$ cat config.mk
export PLATFORM = sky130hd
export DESIGN_NAME = bin_to_bcd_seq
export DESIGN_NICKNAME = d
export VERILOG_FILES = /design/src/rtl/bin_to_bcd_seq_pkg.sv /design/src/rtl/bin_to_bcd_seq_add3.sv /design/src/rtl/bin_to_bcd_seq.sv
export SDC_FILE = /design/constraint.sdc
export NUM_CORES = 1
export LEC_CHECK = 0
export CORE_MARGIN = 2
export CORE_UTILIZATION = 45
export CTS_BUF_LIST = sky130_fd_sc_hd__clkbuf_8 sky130_fd_sc_hd__clkbuf_16
export CTS_CLUSTER_DIAMETER = 60
export CTS_CLUSTER_SIZE = 28
export DETAILED_ROUTE_END_ITERATION = 7
export GPL_ROUTABILITY_DRIVEN = 1
export PLACE_DENSITY_LB_ADDON = 0.12
export SETUP_SLACK_MARGIN = 0.15
export SKIP_LAST_GASP = 1
export SLEW_MARGIN = 10
export SYNTH_ARGS = -nofsm -noshare
export SYNTH_HDL_FRONTEND = slang
export SYNTH_SLANG_ARGS = --single-unit
$ cat constraint.sdc
create_clock -name clk -period 1.7 [get_ports clk]
set_clock_uncertainty 0.1 [all_clocks]
set_input_delay 0.255 -clock clk [delete_from_list [all_inputs] [get_ports clk]]
set_output_delay 0.255 -clock clk [all_outputs]
set_load 0.03 [all_outputs]
$ cat src/rtl/bin_to_bcd_seq_pkg.sv
// Shared definitions for the sequential binary-to-BCD converter:
// digit geometry, blank code, add-3 threshold, FSM state type and
// the bit-counter width helper.
package bin_to_bcd_seq_pkg;

    localparam int         DIGIT_W    = 4;
    localparam logic [3:0] BCD_BLANK  = 4'hF;
    localparam logic [3:0] ADJ_THRESH = 4'd5;

    typedef enum logic [0:0] {
        IDLE  = 1'b0,
        SHIFT = 1'b1
    } state_t;

    // Bits needed to hold a down-counter loaded with bin_w.
    function automatic int cnt_width(input int bin_w);
        return $clog2(bin_w + 1);
    endfunction

endpackage

$ cat src/rtl/bin_to_bcd_seq_add3.sv
// Single-digit double-dabble correction: a nibble of 5 or more gets +3
// so that the following left shift carries correctly into the next digit.
module bcd_add3
    import bin_to_bcd_seq_pkg::*;
(
    input  logic [DIGIT_W-1:0] d_in,
    output logic [DIGIT_W-1:0] d_out
);

    // Conditional +3; 4-bit result, carry out is intentionally dropped.
    always_comb begin
        if (d_in >= ADJ_THRESH) begin
            d_out = d_in + 4'd3;
        end else begin
            d_out = d_in;
        end
    end

endmodule

$ cat src/rtl/bin_to_bcd_seq.sv
// Sequential binary-to-BCD converter (shift-and-add-3), one bit per clock.
// start/done handshake; bcd_out/overflow only change on the done edge or reset.
// Optional leading-zero blanking enabled by defining BIN2BCD_LZB_EN: zero digits
// above the most significant nonzero digit become 4'hF (units never blanked).
module bin_to_bcd_seq
    import bin_to_bcd_seq_pkg::*;
#(
    parameter int BIN_W  = 8,
    parameter int DIGITS = 3
) (
    input  logic                      clk,
    input  logic                      rst_n,
    input  logic                      start,
    input  logic [BIN_W-1:0]          bin_in,
    output logic                      busy,
    output logic                      done,
    output logic [DIGIT_W*DIGITS-1:0] bcd_out,
    output logic                      overflow
);

    localparam int BCD_W = DIGIT_W * DIGITS;
    localparam int CNT_W = cnt_width(BIN_W);

    state_t             state_q,    state_d;
    logic [BIN_W-1:0]   shift_q,    shift_d;
    logic [BCD_W-1:0]   scratch_q,  scratch_d;
    logic               ovf_scr_q,  ovf_scr_d;
    logic [CNT_W-1:0]   cnt_q,      cnt_d;
    logic               busy_q,     busy_d;
    logic               done_q,     done_d;
    logic [BCD_W-1:0]   bcd_q,      bcd_d;
    logic               overflow_q, overflow_d;

    logic [BCD_W-1:0]   adj_s;
    logic [BCD_W-1:0]   shifted_scratch_s;
    logic               carry_out_s;
    logic [BCD_W-1:0]   display_s;
`ifdef BIN2BCD_LZB_EN
    logic               nz_seen_s;
`endif

    // Per-digit add-3 correction applied to the current scratch register.
    for (genvar g = 0; g < DIGITS; g++) begin : g_add3
        bcd_add3 u_add3 (
            .d_in  (scratch_q[g*DIGIT_W +: DIGIT_W]),
            .d_out (adj_s[g*DIGIT_W +: DIGIT_W])
        );
    end

    // Left shift of {scratch, shift}: binary MSB enters the units LSB,
    // the top digit's MSB falls out and feeds the sticky overflow flag.
    assign shifted_scratch_s = {adj_s[BCD_W-2:0], shift_q[BIN_W-1]};
    assign carry_out_s       = adj_s[BCD_W-1];

    // Presentation of the final scratch value (optionally blanking leading zeros).
    always_comb begin
        display_s = shifted_scratch_s;
`ifdef BIN2BCD_LZB_EN
        nz_seen_s = 1'b0;
        for (int i = DIGITS - 1; i >= 1; i--) begin
            if (nz_seen_s || (shifted_scratch_s[i*DIGIT_W +: DIGIT_W] != 4'd0)) begin
                nz_seen_s = 1'b1;
            end else begin
                display_s[i*DIGIT_W +: DIGIT_W] = BCD_BLANK;
            end
        end
`endif
    end

    // Next-state logic for the FSM, datapath registers and registered outputs.
    always_comb begin
        state_d    = state_q;
        shift_d    = shift_q;
        scratch_d  = scratch_q;
        ovf_scr_d  = ovf_scr_q;
        cnt_d      = cnt_q;
        busy_d     = busy_q;
        done_d     = 1'b0;
        bcd_d      = bcd_q;
        overflow_d = overflow_q;
        case (state_q)
            IDLE: begin
                if (start) begin
                    shift_d   = bin_in;
                    scratch_d = {BCD_W{1'b0}};
                    ovf_scr_d = 1'b0;
                    cnt_d     = CNT_W'(BIN_W);
                    busy_d    = 1'b1;
                    state_d   = SHIFT;
                end else begin
                    busy_d    = 1'b0;
                end
            end
            SHIFT: begin
                scratch_d = shifted_scratch_s;
                shift_d   = {shift_q[BIN_W-2:0], 1'b0};
                ovf_scr_d = ovf_scr_q | carry_out_s;
                cnt_d     = cnt_q - CNT_W'(1'b1);
                if (cnt_q == CNT_W'(1'b1)) begin
                    bcd_d      = display_s;
                    overflow_d = ovf_scr_q | carry_out_s;
                    done_d     = 1'b1;
                    busy_d     = 1'b0;
                    state_d    = IDLE;
                end else begin
                    busy_d     = 1'b1;
                end
            end
            default: begin
                state_d = IDLE;
                busy_d  = 1'b0;
            end
        endcase
    end

    // State register with asynchronous active-low reset.
    always_ff @(posedge clk or negedge rst_n) begin
        if (!rst_n) begin
            state_q    <= IDLE;
            shift_q    <= {BIN_W{1'b0}};
            scratch_q  <= {BCD_W{1'b0}};
            ovf_scr_q  <= 1'b0;
            cnt_q      <= {CNT_W{1'b0}};
            busy_q     <= 1'b0;
            done_q     <= 1'b0;
            bcd_q      <= {BCD_W{1'b0}};
            overflow_q <= 1'b0;
        end else begin
            state_q    <= state_d;
            shift_q    <= shift_d;
            scratch_q  <= scratch_d;
            ovf_scr_q  <= ovf_scr_d;
            cnt_q      <= cnt_d;
            busy_q     <= busy_d;
            done_q     <= done_d;
            bcd_q      <= bcd_d;
            overflow_q <= overflow_d;
        end
    end

    assign busy     = busy_q;
    assign done     = done_q;
    assign bcd_out  = bcd_q;
    assign overflow = overflow_q;

endmodule

==> summary.md <==
| Metric | Value |
|---|---|
| Area of the multi-input gates | 962.2 um2 |
| Sequential Area | 1002 um2 |
| Min Clock Period, post-route | 1.548 ns |
| Core area | 4058 um2 |
| Top_reg_cell synth | dfrtp_1 |
| Nets@finish | 246 |
| Area Overhead vs Synth | 32.53% |
| Multiplexer share of the synthesized area | 11.45% |
| WS Path Type | flop to flop |
| N_diodes | 0 |
| Slew Limit Fails | 0 |
| Synth top area cells | dfrtp_1, mux2i_1, nand2_1 |
| Avg WL per Cell | 14.00 um |
| Final WS setup | 0.1516 ns |
| Synth Area in Compound Gates | 12.04% |
| Post-synthesis adder-cell area fraction | 5.205% |
| Setup WS pre-CTS | -0.02385 ns |
| Netlist Area Pre-Place | 1923 um2 |
| Async SR Flop Fraction | 100.0% |
| Worst-Skew Late Latency | 0.29 ns |
| FF+latch count, synth | 40 |
| Crit path max fanout | 3 |
| DIE HEIGHT | 69.37 um |
| Row count | 23 |
| Via count | 1443 |
| DP Wirelength | 2585 um |
| DRT antenna net count | 0 |
| Drt pass-1 iters | 4 |
| Syn Nets | 201 |
| Final worst-path cycle share | 91.08% |
| Worst-Margin Slew | 0.5071 ns |
| Netlist cell types | 30 |
| Crit path DAT | 1.67 ns |
| Register area share after synthesis | 52.05% |
| Leakage | 1.225 nW |
| DRC Markers | 0 |
| Ys Warns | 0 |
| Max Freq | 645.8 MHz |
| TritonCTS clock tree | yes |
| GRT overflow | 0 |
| Main combinational cell family by area after synthesis | simple AND/OR/NAND/NOR gates |
| Count leader, synth | dfrtp_1 |
| Max clock buf depth | 2 |
| Share of the synthesized area in the top cell type | 52.05% |
| Number of synthesized flops with an enable pin | 0 |
| Max_cap viols | 0 |
| Clk sinks | 40 |
| Outcome | complete, no violations |
| Pin count of the biggest net entering global routing | 24 |
| Via/cell ratio | 5.191 |
| Finish-stage setup viols | 0 |
| Post-Synth Simple-Gate Area | 13.08% |
| Max VDD drop | 0.0008346 V |
| Initial Utilization | 47.39% |
| Area share of xor/xnor cells in the synthesized design | 2.277% |
| Gr usage total | 18.03% |
| Initial antenna violation count | 0 |
| Final hold viol count | 0 |
| Ratio of cells with drive above 1 in the final layout | 24.56% |
| RSZ-0062 raised after global routing | yes |
| PortBufs | 25 |
| CP startpoint kind | flop |
| Non-Filler Instances | 278 |
| Placed Cells | 255 |
| Worst-path clk slew | 0.08 ns |
| Fillers | 324 |
| CTS buffer count | 5 |
| CP endpoint kind | flop |
| Global-route wire length before repair | 6996 um |
| # IOs | 26 |
| H-tree lvl count | 2 |
| Die W | 69.37 um |
| Area leader, netlist | dfrtp_1 |
| CTS root buf | clkbuf_8 |
| Die footprint | 4812 um2 |
| Power per Cell Area | 2041 nW/um2 |
| Initial drt markers | 93 |
| Vias in the first global route | 1476 |
| RePlAce Congestion | 0.8366 |
| Hold WC Path Type | input port to async pin |
| Slew HR | 66.07% |
| Req. time, crit path | 1.82 ns |
| WL final | 3891 um |
| Mean post-synth cell area | 10.57 um2 |
| Synthesized instance count | 182 |
| Synth cell count leaders | dfrtp_1, nand2_1, o21ai_0 |
## flip-flops by register name, summed over array words and instances (netlist names)
register,cells
bcd_out,12
scratch_q,12
shift_q,8
cnt_q,4
busy,1
done,1
overflow,1
ovf_scr_q,1
## where the power goes
group / internal, mW / total [mW] / switching [mW]
Combinational: 1.37 / 2.80 / 1.43
Sequential: 1.39 / 1.76 / 0.376
Clock: 0.319 / 0.643 / 0.324
## critical path, stage by stage, from the launching register on
cell	delay (ns)
dfrtp_1	0.44
inv_2	0.11
ha_4	0.16
nand2b_4	0.06
a21oi_4	0.14
mux2_4	0.32
mux2i_1	0.14
## worst paths after layout
path / cells past startpoint / start / slack (ns) / end
worst max-delay path: 6 / scratch_q[0]$_DFFE_PN0P_ / 0.15 / scratch_q[2]$_DFFE_PN0P_
worst min-delay path: 2 / rst_n / 0.33 / bcd_out[3]$_DFFE_PN0P_
worst max register to register: 6 / scratch_q[0]$_DFFE_PN0P_ / 0.15 / scratch_q[2]$_DFFE_PN0P_
worst min register to register: 2 / bcd_out[4]$_DFFE_PN0P_ / 0.37 / bcd_out[4]$_DFFE_PN0P_
max in group asynchronous: 3 / rst_n / 0.70 / scratch_q[4]$_DFFE_PN0P_
min in group clk: 2 / bcd_out[4]$_DFFE_PN0P_ / 0.37 / bcd_out[4]$_DFFE_PN0P_
## area by class of cell
cell class | instances | area share (%)
Sequential cell | 40 | 39.32
Multi-Input combinational cell | 125 | 37.75
Timing Repair Buffer | 45 | 15.46
Clock buffer | 6 | 3.240
Tap cell | 50 | 2.455
Inverter | 10 | 1.473
Clock inverter | 2 | 0.2946
## cell usage in the layout (no fill, tap or decap), types with 3 or more instances in the layout
cell	instances
mux2i_1	15
nor2_1	7
clkbuf_8	6
ha_4	5
clkdlybuf4s50_1	9
xnor2_1	4
inv_2	7
nand2b_4	3
nor3b_1	7
inv_1	5
dfrtp_1	39
nand2_1	29
mux2_2	3
buf_4	18
a21oi_4	3
nor3_1	3
dlygate4sd2_1	14
o21ai_0	19
a21oi_1	5
## metrics by stage
stage / TNS, ns / util, % / total power [mW] / hold WS (ns) / cell area, um2
final: 0 / 62.81 / 5.201 / 0.3288 / 2549
after global routing: 0 / 62.81 / 5.620 / 0.3771 / 2549
after CTS: 0 / 60.41 / 4.975 / 0.3469 / 2451
after detailed placement: -0.02385 / 55.38 / 4.076 / 0.1265 / 2247
after global placement: 0 / 55.38 / 3.991 / 0.1239 / 2247
after floorplan: 0 / - / 3.371 / -0.1406 / 1929
## timing repair
| item | CTS | global route |
|---|---|---|
| pin swaps | 4 | 6 |
| resized for setup | 30 | 11 |
| endpoints found under the setup margin | 23 | 16 |
| hold buffers | 1 | 0 |
| setup buffers | 7 | 7 |
| hold endpoints to repair | 17 | 0 |
## routing by layer
layer  routed length (um)  track usage [%]  share of wire (%)
met5                    0                0                  0
met4                   58            7.843                1.5
met3                  143            4.215                3.7
met2                 1844            29.38                 47
met1                 1845            22.90                 47
## logic make-up after synthesis
| group | count (synthesis) |
|---|---|
| flops | 40 |
| fa+ha+maj | 8 |
| simple gates | 53 |
| buf+inv | 17 |
| compound gates | 38 |
| mux | 21 |
| xor+xnor | 5 |
(Power assumes the default switching activity.)
